--- config.mk ---
export PLATFORM = sky130hd
export DESIGN_NAME = display_capture
export DESIGN_NICKNAME = d
export VERILOG_FILES = /design/src/rtl/display_pkg.sv /design/src/rtl/digit_select_decoder.sv /design/src/rtl/display_capture.sv
export SDC_FILE = /design/constraint.sdc
export NUM_CORES = 1
export LEC_CHECK = 0
export ABC_AREA = 0
export ABC_CLOCK_PERIOD_IN_PS = 3500
export BUFFER_PORTS_ARGS = -buffer_cell sky130_fd_sc_hd__buf_2
export CAP_MARGIN = 20
export CORE_MARGIN = 8
export CORE_UTILIZATION = 25
export DETAILED_ROUTE_END_ITERATION = 12
export GPL_TIMING_DRIVEN = 1
export REMOVE_ABC_BUFFERS = 1
export SLEW_MARGIN = 40
export SYNTH_ARGS = -nofsm -noshare
export SYNTH_HDL_FRONTEND = slang
export SYNTH_SLANG_ARGS = --single-unit
--- constraint.sdc ---
create_clock -name clock -period 3.5 [get_ports clock]
set_input_delay 0.7 -clock clock [delete_from_list [all_inputs] [get_ports clock]]
set_output_delay 0.7 -clock clock [all_outputs]
set_load 0.01 [all_outputs]
--- src/rtl/display_pkg.sv ---
// Shared constants, select-bus encodings and capture FSM states for the
// seven-segment display path (scan driver and display_capture monitor).
package display_pkg;

   localparam int NUM_DIGITS = 4;

   localparam logic [7:0] SEL_BLANK  = 8'hFF;
   localparam logic [7:0] SEL_DIGIT0 = 8'hFE;
   localparam logic [7:0] SEL_DIGIT1 = 8'hFD;
   localparam logic [7:0] SEL_DIGIT2 = 8'hFB;
   localparam logic [7:0] SEL_DIGIT3 = 8'hF7;

   localparam logic [NUM_DIGITS-1:0] MASK_EMPTY = '0;
   localparam logic [NUM_DIGITS-1:0] MASK_FULL  = '1;

   typedef enum logic {
      ST_SYNC    = 1'b0,
      ST_COLLECT = 1'b1
   } capture_state_e;

   // One-hot seen-mask bit for a digit index.
   function automatic logic [NUM_DIGITS-1:0] digit_bit(input logic [1:0] idx);
      return {{(NUM_DIGITS-1){1'b0}}, 1'b1} << idx;
   endfunction

endpackage

--- src/rtl/digit_select_decoder.sv ---
// Combinational classifier for the active-low digit-select bus:
// legal single-digit select, blank bus, and the selected digit index.
module digit_select_decoder
   import display_pkg::*;
(
   input  logic [7:0] sel_i,
   output logic       legal_o,
   output logic       blank_o,
   output logic [1:0] index_o
);

   always_comb begin
      // NOTE: every output gets a value before the case so no latch is inferred.
      legal_o = 1'b1;
      index_o = 2'd0;
      blank_o = (sel_i == SEL_BLANK);
      case (sel_i)
         SEL_DIGIT0: index_o = 2'd0;
         SEL_DIGIT1: index_o = 2'd1;
         SEL_DIGIT2: index_o = 2'd2;
         SEL_DIGIT3: index_o = 2'd3;
         default:    legal_o = 1'b0;
      endcase
   end

endmodule

--- src/rtl/display_capture.sv ---
// Rebuilds the 16-bit displayed value from the multiplexed select/nibble bus
// and filters it over STABLE_FRAMES identical frames.
// Optional digit-order checking: define DISPLAY_CAPTURE_ORDER_CHECK_EN.
module display_capture
   import display_pkg::*;
#(
   parameter int STABLE_FRAMES = 2
) (
   input  logic        clock,
   input  logic        reset,
   input  logic [7:0]  digit_select,
   input  logic [3:0]  binary_out,
   output logic [15:0] value,
   output logic        value_valid,
   output logic        frame_done,
   output logic        scan_error
);

   localparam logic [3:0] STABLE_CNT = 4'(STABLE_FRAMES);

   logic       dec_legal;
   logic       dec_blank;
   logic [1:0] dec_index;

   digit_select_decoder u_decoder (
      .sel_i   (digit_select),
      .legal_o (dec_legal),
      .blank_o (dec_blank),
      .index_o (dec_index)
   );

   capture_state_e        state_q, state_d;
   logic [NUM_DIGITS-1:0] mask_q, mask_d;
   logic [15:0]           shadow_q, shadow_d;
   logic [15:0]           prev_q, prev_d;
   logic [3:0]            cnt_q, cnt_d;
   logic [15:0]           value_q, value_d;
   logic                  valid_q, valid_d;
   logic                  frame_done_q, frame_done_d;
   logic                  scan_error_q, scan_error_d;
   logic                  order_ok;

`ifdef DISPLAY_CAPTURE_ORDER_CHECK_EN
   logic [1:0] last_q, last_d;

   // Digit 0 restarts a frame; otherwise stay on or step to the next digit.
   assign order_ok = (dec_index == 2'd0) || (dec_index == last_q) ||
                     (dec_index == last_q + 2'd1);
`else
   assign order_ok = 1'b1;
`endif

   always_comb begin
      state_d      = state_q;
      mask_d       = mask_q;
      shadow_d     = shadow_q;
      prev_d       = prev_q;
      cnt_d        = cnt_q;
      value_d      = value_q;
      valid_d      = valid_q;
      frame_done_d = 1'b0;
      scan_error_d = 1'b0;
`ifdef DISPLAY_CAPTURE_ORDER_CHECK_EN
      last_d       = last_q;
`endif

      if (dec_blank) begin
         // Blank bus between digits carries no information.
      end else if (!dec_legal || (state_q == ST_COLLECT && !order_ok)) begin
         scan_error_d = 1'b1;
         mask_d       = MASK_EMPTY;
         state_d      = ST_SYNC;
      end else if (state_q == ST_SYNC) begin
         if (dec_index == 2'd0) begin
            shadow_d[3:0] = binary_out;
            mask_d        = digit_bit(2'd0);
            state_d       = ST_COLLECT;
`ifdef DISPLAY_CAPTURE_ORDER_CHECK_EN
            last_d        = 2'd0;
`endif
         end
      end else begin
         shadow_d[{dec_index, 2'b00} +: 4] = binary_out;
         mask_d = (dec_index == 2'd0) ? digit_bit(2'd0) : (mask_q | digit_bit(dec_index));
`ifdef DISPLAY_CAPTURE_ORDER_CHECK_EN
         last_d = dec_index;
`endif
         if (mask_d == MASK_FULL) begin
            frame_done_d = 1'b1;
            prev_d       = shadow_d;
            mask_d       = MASK_EMPTY;
            state_d      = ST_SYNC;
            if (shadow_d == prev_q) begin
               cnt_d = (cnt_q >= STABLE_CNT) ? STABLE_CNT : cnt_q + 4'd1;
            end else begin
               cnt_d = 4'd1;
            end
            if (cnt_d == STABLE_CNT) begin
               value_d = shadow_d;
               valid_d = 1'b1;
            end
         end
      end
   end

   // NOTE: state registers use non-blocking assignments so every flop samples
   // the pre-edge values of the others.
   always_ff @(posedge clock or posedge reset) begin
      if (reset) begin
         state_q      <= ST_SYNC;
         mask_q       <= MASK_EMPTY;
         shadow_q     <= 16'h0000;
         prev_q       <= 16'h0000;
         cnt_q        <= 4'd0;
         value_q      <= 16'h0000;
         valid_q      <= 1'b0;
         frame_done_q <= 1'b0;
         scan_error_q <= 1'b0;
      end else begin
         state_q      <= state_d;
         mask_q       <= mask_d;
         shadow_q     <= shadow_d;
         prev_q       <= prev_d;
         cnt_q        <= cnt_d;
         value_q      <= value_d;
         valid_q      <= valid_d;
         frame_done_q <= frame_done_d;
         scan_error_q <= scan_error_d;
      end
   end

`ifdef DISPLAY_CAPTURE_ORDER_CHECK_EN
   always_ff @(posedge clock or posedge reset) begin
      if (reset) begin
         last_q <= 2'd0;
      end else begin
         last_q <= last_d;
      end
   end
`endif

   assign value       = value_q;
   assign value_valid = valid_q;
   assign frame_done  = frame_done_q;
   assign scan_error  = scan_error_q;

endmodule

### After elaboration in Yosys (flattened, before gate mapping)

Cells that the tools add are included.
Widths: inputs -> output; s select.

* $add $sub $neg: 2
* order comparisons: 1
* equal/unequal tests: 9
* shift operators: 3
* muxes and demuxes: 26
* bitwise gates (word level): 2
* reduce and logical (&&, ||, !) cells: 8

Operators with widths (count)
* $mux 4: 13
* $eq 8x8->1 const B: 5
* $bwmux 16: 1
* $eq 16x16->1: 1
* $shift 4x6->16 const A: 1
* $shiftx 4x6->16: 1
* $mux 1: 11
* $neg 4->6: 1
* $pmux 2 s3: 1
* $reduce_and 3->1: 2
* $reduce_and 5->1: 1
* $add 4x1->4 const B: 1
* $eq 4x2->1 const B: 1
* $eq 4x4->1 const B: 1
* $ge 4x2->1 const B: 1
* $or 4x4->4: 1
* $reduce_and 4->1: 1
* $reduce_or 4->1: 1
* $shl 1x2->4 const A: 1
* $ne 3x1->1 const B: 1
* $logic_not 2->1: 1
* $reduce_and 2->1: 1
* $reduce_bool 2->1: 1
* $not 1->1: 1

* register bits after elaboration: 60
* input port bits: 14
* output and inout port bits: 19
* logic and storage cells: 61

### Depth between registers and ports, before layout

Gate-level depths: netlist of the first run.

* word-level depth: 13
* mapped depth: 15
* mapped depth without buffers: 13

### By module

Synthesis of the first run repeated with hierarchy kept, for this count alone.

* cells, all modules: 307
* area, all modules: 3009.1 um^2

Modules (own cells, without submodules)
* display_capture: instances 1, cells an instance 294, area each 2924.1 um^2, sequential area each 1501.4 um^2
* digit_select_decoder: instances 1, cells an instance 13, area each 85.1 um^2, sequential area each 0.0 um^2

### Worst setup path after synthesis of the first run

OpenSTA, ideal clock, no wires.

* kind: input-to-reg
* start point: input digit_select[7]
* end point: register value_q[15] (netlist: value[15])
* setup time: 0.127 ns
* data arrival time: 4.318 ns
* required time: 3.373 ns
* setup slack: -0.945 ns
* cell stages on the path: 13
* buffers on the path: 2
* cell sequence: and4_1 > clkbuf_1 > and2_1 > nand2_1 > or2_2 > ha_1 > clkbuf_1 > nor3b_1 > a32oi_4 > xnor2_1 > or4b_4 > nor4_4 > mux2_1

* word-level cells in the longest chain between the ends: 13
* elaborated cells on any way between the ends: 26
* classes of those cells: add/sub (1); eq/ne (8); shift (3); mux (9); bitwise (2); reduce/logical (3)

RTL lines
* from (decl): RTL line display_capture.sv:11 `input logic [7:0] digit_select,`
* $eq 8x8->1: RTL line digit_select_decoder.sv:17 `case (sel_i)`
* $pmux 2 s3: RTL line digit_select_decoder.sv:17
* $neg 4->6: RTL line display_capture.sv:83 `shadow_d[{dec_index, 2'b00} +: 4] = binary_out;`
* $shiftx 4x6->16 or $shift 4x6->16 (tied branches): RTL line display_capture.sv:83
* $bwmux 16: RTL line display_capture.sv:83
* $eq 16x16->1: RTL line display_capture.sv:93 `if (shadow_d == prev_q) begin`
* $mux 4: RTL line display_capture.sv:93
* $mux 4: RTL line display_capture.sv:88 `if (mask_d == MASK_FULL) begin`
* $mux 4: RTL line display_capture.sv:73 `end else if (state_q == ST_SYNC) begin`
* $mux 4: RTL line display_capture.sv:69 `end else if (!dec_legal || (state_q == ST_COLLECT && !order_ok)) begin`
* $mux 4: RTL line display_capture.sv:67 `if (dec_blank) begin`
* $eq 4x2->1: RTL line display_capture.sv:98 `if (cnt_d == STABLE_CNT) begin`
* $reduce_and 5->1 (no line)
* to (signal assigned): RTL line display_capture.sv:125 `value_q <= value_d;`
* to (decl): RTL line display_capture.sv:37 `logic [15:0] value_q, value_d;`

Parallel ways exist; a longest one is shown, timed or not. The select of a mux whose other input is x is not followed.
A chain may end at the register's enable or synchronous reset.

### Worst setup path after layout of the first run

* start point: input digit_select[7]
* end point: register value_q[12] (netlist: value[12])

Same word-level chain as after synthesis.

==> metrics.csv, run 1 <==
stage,metric,value,unit
outcome,status,"complete, but fails checks",
outcome,failing checks,negative setup slack,
yosys,most frequent cell after synthesis,dfrtp_1,
sta,worst setup margin,-21.8,ps
place,DP Wirelength,7110,um
worst_setup_path,worst endpoint required time,3740,ps
min_path,HP Class,input pin to asynchronous set/reset pin,
yosys,Syn Area/Cell,9.55,um^2
global_route,first-pass GRT wire length,15800,um
sta,fin. max-slew vios,0,
global_route,largest net degree at the start of global routing,48,
yosys,Mapped Cells,354,
layout,n_diodes,0,
global_route,GRT overflow,0,
cts,CTS tree,built,
drt,wire length on met2,4410,um
yosys,ys flop type,dfrtp_1,
drt,max layer used,met4,
worst_setup_path,crit path launch type,input pin,
sta,RSZ-0062 raised after global routing,true,
floorplanning,row cnt,42,
floorplanning,Starting Density,0.255,
worst_setup_path,worst-path fanout max,4,
cts,CTS hold repair buffers,0,
drt,first-pass iteration count of the detailed router,4,
cts,maximum buffer depth of the clock tree,2,
layout,layout cells sized above 1,0.335,
floorplanning,Horiz. Die Dim,132,um
cts,"Clk Latency, worst-skew pair",330,ps
yosys,register area share after synthesis,0.444,
cts,CTS root buffer,clkbuf_16,
yosys,"Distinct cells, synth",63,
yosys,Mapped Area,3380,um^2
sta,slew of the pin with the lowest slew margin,669,ps
worst_setup_path,Worst Setup End Kind,flop,
drt,drt total wl,9590,um
yosys,Ys Warns,0,
sta,f_max,284,MHz
worst_setup_path,Setup CP Type,input pin to flop,
yosys,Yosys reg bits,60,
drt,Met3 Wirelength,417,um
global_route,vias in the first global route,3058,
floorplanning,Top Ports,33,
global_route,Overall Global Routing Usage,0.112,
place,Placement Setup Slack,-795,ps
power_and_ir_drop,cell leakage power,2.17,nW
yosys,Yosys top cell by area,dfrtp_1,
sta,Final Hold Fails,0,
drt,vias per inst,4.74,
flow_run,max-cap viol count,0,
sta,"Setup violations, final",1,
sta,Tcrit/Tclk final,1.01,
drt,WL met1,4450,um
sta,worst clock skew,5.11,ps
sta,post-layout min period,3520,ps
layout,Seq. cell area,1500,um^2
floorplanning,Die Height,132,um
layout,FILL cells,1337,
sta,Slew HR,0.551,
layout,area of the multi-input gates,1820,um^2
global_route,number of antenna violations at the first check in global routing,0,
drt,DR WL/cell,15.0,um
power_and_ir_drop,Max IR drop VDD,0.000164,V
cts,Sink Count,60,
worst_setup_path,CP arrival,3760,ps
yosys,Area contributors post-synth,"dfrtp_1 44%, mux2i_1 4.4%, a21oi_1 4.0%",
drt,DRC,0,
layout,Nets,481,
yosys,ys async rst share,1.00,
layout,Layout area overhead,40.3,%
yosys,leading cell types by count after synthesis,"60 x dfrtp_1, 28 x nor2_1, 27 x a21oi_1, 27 x inv_1, 25 x nand2_1",
floorplanning,DIE AREA,17500,um^2
cts,"CTS clk-pin slew, worst paths",50,ps
place,number of port buffers,32,
cts,CTS buffer count,9,
drt,via count,3027,
yosys,Post-synth EDFFs,0,
sta,final hold slack,444,ps
power_and_ir_drop,cell area power density,348,nW/um^2
drt,Iter 0 DRT Violations,158,
yosys,post-synth top area share,0.444,
place,global placer's final weighted congestion,0.815,
cts,# H-tree levels,3,
floorplanning,Placeable Area,13200,um^2
drt,Routed Antenna Nets,0,
-- where the power goes --
group,switching (mW),internal (mW),total [mW]
sequential,0.00630,0.706,0.712
clock,0.288,0.525,0.813
combinational,0.0690,0.0576,0.127
total,0.363,1.29,1.65
-- sequential cells by signal, summed over array words and instances (netlist names), 4 cells and up --
register	cells
cnt_q	4
mask_q	4
prev_q	16
shadow_q	16
value	16
-- logic make-up after synthesis --
family,Yosys count,synth area share
XOR/XNOR,12,0.0355
AND/OR/NAND/NOR,116,0.192
multiplexers,16,0.0477
flip-flops,60,0.444
buffers and inverters,44,0.0529
adder cells (fa/ha/maj),8,0.0289
AO/OA/AOI/OAI,98,0.199
-- final timing paths --
check	cells after the start	start	endpoint	slack, ps
worst max-delay path	15	digit_select[7]	value[12]	-20
worst min-delay path	2	reset	value[2]	440
worst max register to register	10	prev_q[4]	value[12]	1110
worst min register to register	1	shadow_q[2]	shadow_q[2]	470
max in group asynchronous	3	reset	value[12]	2510
min in group clock	1	shadow_q[2]	shadow_q[2]	470
-- area by class of cell --
| cell class | count | share of cell area |
|---|---|---|
| Multi-Input combinational cell | 250 | 0.383 |
| Inverter | 28 | 0.0232 |
| Tap cell | 176 | 0.0464 |
| Sequential cell | 60 | 0.316 |
| Timing Repair Buffer | 111 | 0.173 |
| Clock buffer | 12 | 0.0562 |
| Clock inverter | 2 | 0.00211 |
-- routing by layer --
| metal | GRT usage | up-vias |
|---|---|---|
| li1 | - | 1467 |
| met1 | 0.138 | 1454 |
| met2 | 0.174 | 88 |
| met3 | 0.0286 | 18 |
| met4 | 0.0599 | 0 |
| met5 | 0 | - |
-- critical path: stages --
cell and delay, ps:
buf_8 80, and4_1 210, and2_4 150, nand2_2 50, or2_4 270, ha_4 240
buf_6 120, nor3_4 260, a32oi_2 180, xnor2_1 170, or4b_4 560, nor4_4 270
buf_6 170, buf_6 140, mux2i_1 200
-- timing repair --
item | CTS | global route
cloned | 0 | 0
pin swaps | 9 | 14
setup buffers | 6 | 6
resized for setup | 27 | 9
setup endpoints to repair | 20 | 17
hold endpoints to repair | 0 | 0
-- per-stage QoR --
step,instances,total power [mW],TNS [ps],cell area (um^2),util
global placement,613,0.837,-10460,4200,0.317
CTS,633,1.67,-27.6,4650,0.351
finish,639,1.65,-21.8,4750,0.358
detailed placement,613,0.839,-14290,4200,0.317
global route,639,1.71,-2390,4750,0.358
floorplan,338,0.775,-23830,3310,-
-- placed cells by master, fill, tap and decap left out, types with 3 or more instances in the layout --
cell	Yosys	final
buf_4	0	72
dfrtp_1	60	60
buf_2	3	28
a21oi_1	27	27
nor2_1	28	27
inv_1	27	26
nand2_1	25	24
o21ai_0	18	18
mux2i_1	15	15
nor2b_1	11	11
a211oi_1	11	10
clkbuf_16	0	9
and2_1	8	7
buf_6	1	7
xnor2_1	6	5
nand2b_1	5	5
nor3b_1	6	5
a22o_1	5	5
o22ai_1	4	4
a31oi_1	5	4
and3_1	4	4
xor2_1	4	4
a21o_1	4	4
ha_1	7	4
buf_8	0	4
nand4_1	3	3
and4b_1	3	3
nor4_1	5	3
o31ai_1	3	3
nand3_1	3	3
clkbuf_8	0	3
No activity file was read; power rests on OpenSTA's default activity.
==> run 2, diff against run 1 <==
--- a/config.mk
+++ b/config.mk
@@ -9,7 +9,6 @@
 export ABC_CLOCK_PERIOD_IN_PS = 3500
 export BUFFER_PORTS_ARGS = -buffer_cell sky130_fd_sc_hd__buf_2
 export CAP_MARGIN = 20
-export CORE_MARGIN = 8
 export CORE_UTILIZATION = 25
 export DETAILED_ROUTE_END_ITERATION = 12
 export GPL_TIMING_DRIVEN = 1
==> run 2 against run 1 <==
  * The flow still finishes with violations (negative setup slack)
  * Critical path depth increased by 11
  * Clock skew up 0.61 ps
  * Cell count is 2.7% higher
  * Sequential share of layout area decreased by 0.73 points
  * Critical path type unchanged
  * Largest power group unchanged
==> metrics.csv, run 2 (synthesized netlist as in run 1, its figures left out) <==
stage,metric,value,unit,change
outcome,status,"complete, but fails checks",,unchanged
outcome,failing checks,negative setup slack,,unchanged
drt,via count,3117,,was 3027
worst_setup_path,worst endpoint required time,3760,ps,was 3740 ps
sta,Slew HR,0.604,,was 0.551
drt,DRC,0,,unchanged
floorplanning,Die Height,118,um,was 132 um
place,number of port buffers,32,,unchanged
layout,layout cells sized above 1,0.365,,was 0.335
layout,cell area after layout,4860,um^2,was 4750 um^2
global_route,GRT overflow,0,,unchanged
cts,"Clk Latency, worst-skew pair",340,ps,was 330 ps
worst_setup_path,worst-path fanout max,2,,was 4
drt,Iter 0 DRT Violations,223,,was 158
floorplanning,Starting Density,0.255,,unchanged
sta,slew of the pin with the lowest slew margin,594,ps,was 669 ps
power_and_ir_drop,cell area power density,351,nW/um^2,was 348 nW/um^2
drt,Routed Antenna Nets,0,,unchanged
global_route,Overall Global Routing Usage,0.150,,was 0.112
worst_setup_path,crit path launch type,input pin,,unchanged
global_route,largest net degree at the start of global routing,49,,was 48
place,Placement Setup Slack,-845,ps,was -795 ps
cts,CTS buffer count,9,,unchanged
cts,CTS root buffer,clkbuf_16,,unchanged
flow_run,max-cap viol count,0,,unchanged
global_route,first-pass GRT wire length,16200,um,was 15800 um
floorplanning,Horiz. Die Dim,118,um,was 132 um
worst_setup_path,Worst Setup End Kind,flop,,unchanged
floorplanning,row cnt,42,,unchanged
drt,first-pass iteration count of the detailed router,4,,unchanged
layout,n_diodes,0,,unchanged
layout,"commonest non-fill, non-tap cell in the layout",buf_4,,unchanged
sta,worst setup margin,-118,ps,was -21.8 ps
cts,CTS tree,built,,unchanged
layout,FILL cells,1362,,was 1337
power_and_ir_drop,Max IR drop VDD,0.000213,V,was 0.000164 V
layout,Layout Utilization,0.367,,was 0.358
cts,# H-tree levels,3,,unchanged
power_and_ir_drop,total power draw,1.70,mW,was 1.65 mW
place,global placer's final weighted congestion,0.875,,was 0.815
place,placed insts,614,,was 613
floorplanning,Top Ports,33,,unchanged
min_path,HP Class,input pin to asynchronous set/reset pin,,unchanged
cts,Sink Count,60,,unchanged
sta,RSZ-0062 raised after global routing,true,,unchanged
worst_setup_path,CP arrival,3880,ps,was 3760 ps
sta,Final Hold Fails,0,,unchanged
cts,CTS hold repair buffers,0,,unchanged
sta,fin. max-slew vios,0,,unchanged
place,DP Wirelength,6830,um,was 7110 um
sta,final hold slack,441,ps,was 444 ps
sta,"Setup violations, final",17,,was 1
power_and_ir_drop,cell leakage power,2.23,nW,was 2.17 nW
layout,"commonest cells after routing, fill and taps aside","90 x buf_4, 60 x dfrtp_1, 28 x buf_2, 27 x nor2_1, 26 x inv_1",,"was 72 x buf_4, 60 x dfrtp_1, 28 x buf_2, 27 x a21oi_1, 27 x nor2_1"
drt,DR WL/cell,15.0,um,about the same
cts,"CTS clk-pin slew, worst paths",50,ps,about the same
layout,Layout area overhead,43.6,%,was 40.3%
sta,setup TNS,-744,ps,was -21.8 ps
drt,vias per inst,4.75,,was 4.74
sta,post-layout min period,3620,ps,was 3520 ps
worst_setup_path,Setup CP Type,input pin to flop,,unchanged
drt,drt total wl,9840,um,was 9590 um
sta,worst clock skew,5.72,ps,was 5.11 ps
floorplanning,DIE AREA,14000,um^2,was 17500 um^2
layout,area of the multi-input gates,1830,um^2,was 1820 um^2
place,DP Area,4210,um^2,was 4200 um^2
sta,f_max,276,MHz,was 284 MHz
cts,maximum buffer depth of the clock tree,2,,unchanged
global_route,number of antenna violations at the first check in global routing,0,,unchanged
layout,Seq. cell area,1500,um^2,unchanged
global_route,vias in the first global route,3179,,was 3058
sta,Tcrit/Tclk final,1.03,,was 1.01
floorplanning,Placeable Area,13200,um^2,unchanged
layout,Non-Filler Instances,656,,was 639
layout,Nets,496,,was 481
-- run 2: cell count changes in the layout (fill, tap and decap cells not counted), sizes merged --
cell      change
buf          +15
bufinv        +1
clkbuf        -1
clkinv        +1
clkinvlp      +1
-- run 2: layer usage --
layer | wire (um) | GRT usage | vias to the layer above
met5 | 0 | 0 | -
met4 | 306 | 0.0913 | 0
met3 | 491 | 0.0241 | 22
met2 | 4650 | 0.237 | 106
met1 | 4390 | 0.192 | 1486
li1 | - | - | 1503
-- run 2: what timing repair did --
item                                    in CTS  in global routing
resized for setup                           22                  9
setup buffers                               23                  3
endpoints found under the hold margin        0                  0
pin swaps                                    7                 12
endpoints found under the setup margin      20                 21
gates cloned                                 0                  0
-- run 2: worst paths after layout --
check / start / endpoint / slack, ps / depth (start not counted)
min in group clock: value_valid / value_valid / 460 / 1
hold / removal: reset / frame_done / 440 / 2
setup / recovery: digit_select[6] / state_q / -120 / 26
hold reg to reg: value_valid / value_valid / 460 / 1
setup reg to reg: prev_q[4] / value[15] / 990 / 8
max in group asynchronous: reset / shadow_q[4] / 2490 / 3
-- run 2: worst max-delay path, cell delays in order --
cell and delay, ps:
buf_6 70, and4_4 230, and2_4 170, nand2_4 50, buf_4 140, buf_4 130
buf_4 120, buf_4 120, buf_4 120, buf_4 120, buf_4 120, buf_4 120
buf_4 120, buf_4 120, buf_4 120, buf_4 120, buf_4 120, buf_4 120
buf_4 120, buf_4 120, buf_4 120, buf_4 130, buf_4 120, buf_4 120
buf_4 120, o22ai_2 80
-- run 2: where the power goes --
part	total [mW]	switching (mW)	internal [mW]
clock	0.856	0.310	0.546
combinational	0.134	0.0714	0.0629
sequential	0.712	0.00628	0.706
-- run 2: final cells by class --
type                       instances  share of cell area
multi-input combinational        250               0.378
inverter                          28              0.0227
timing repair buffer             126               0.187
clock buffer                      11              0.0479
clock inverter                     5              0.0108
sequential                        60               0.309
tap                              176              0.0453
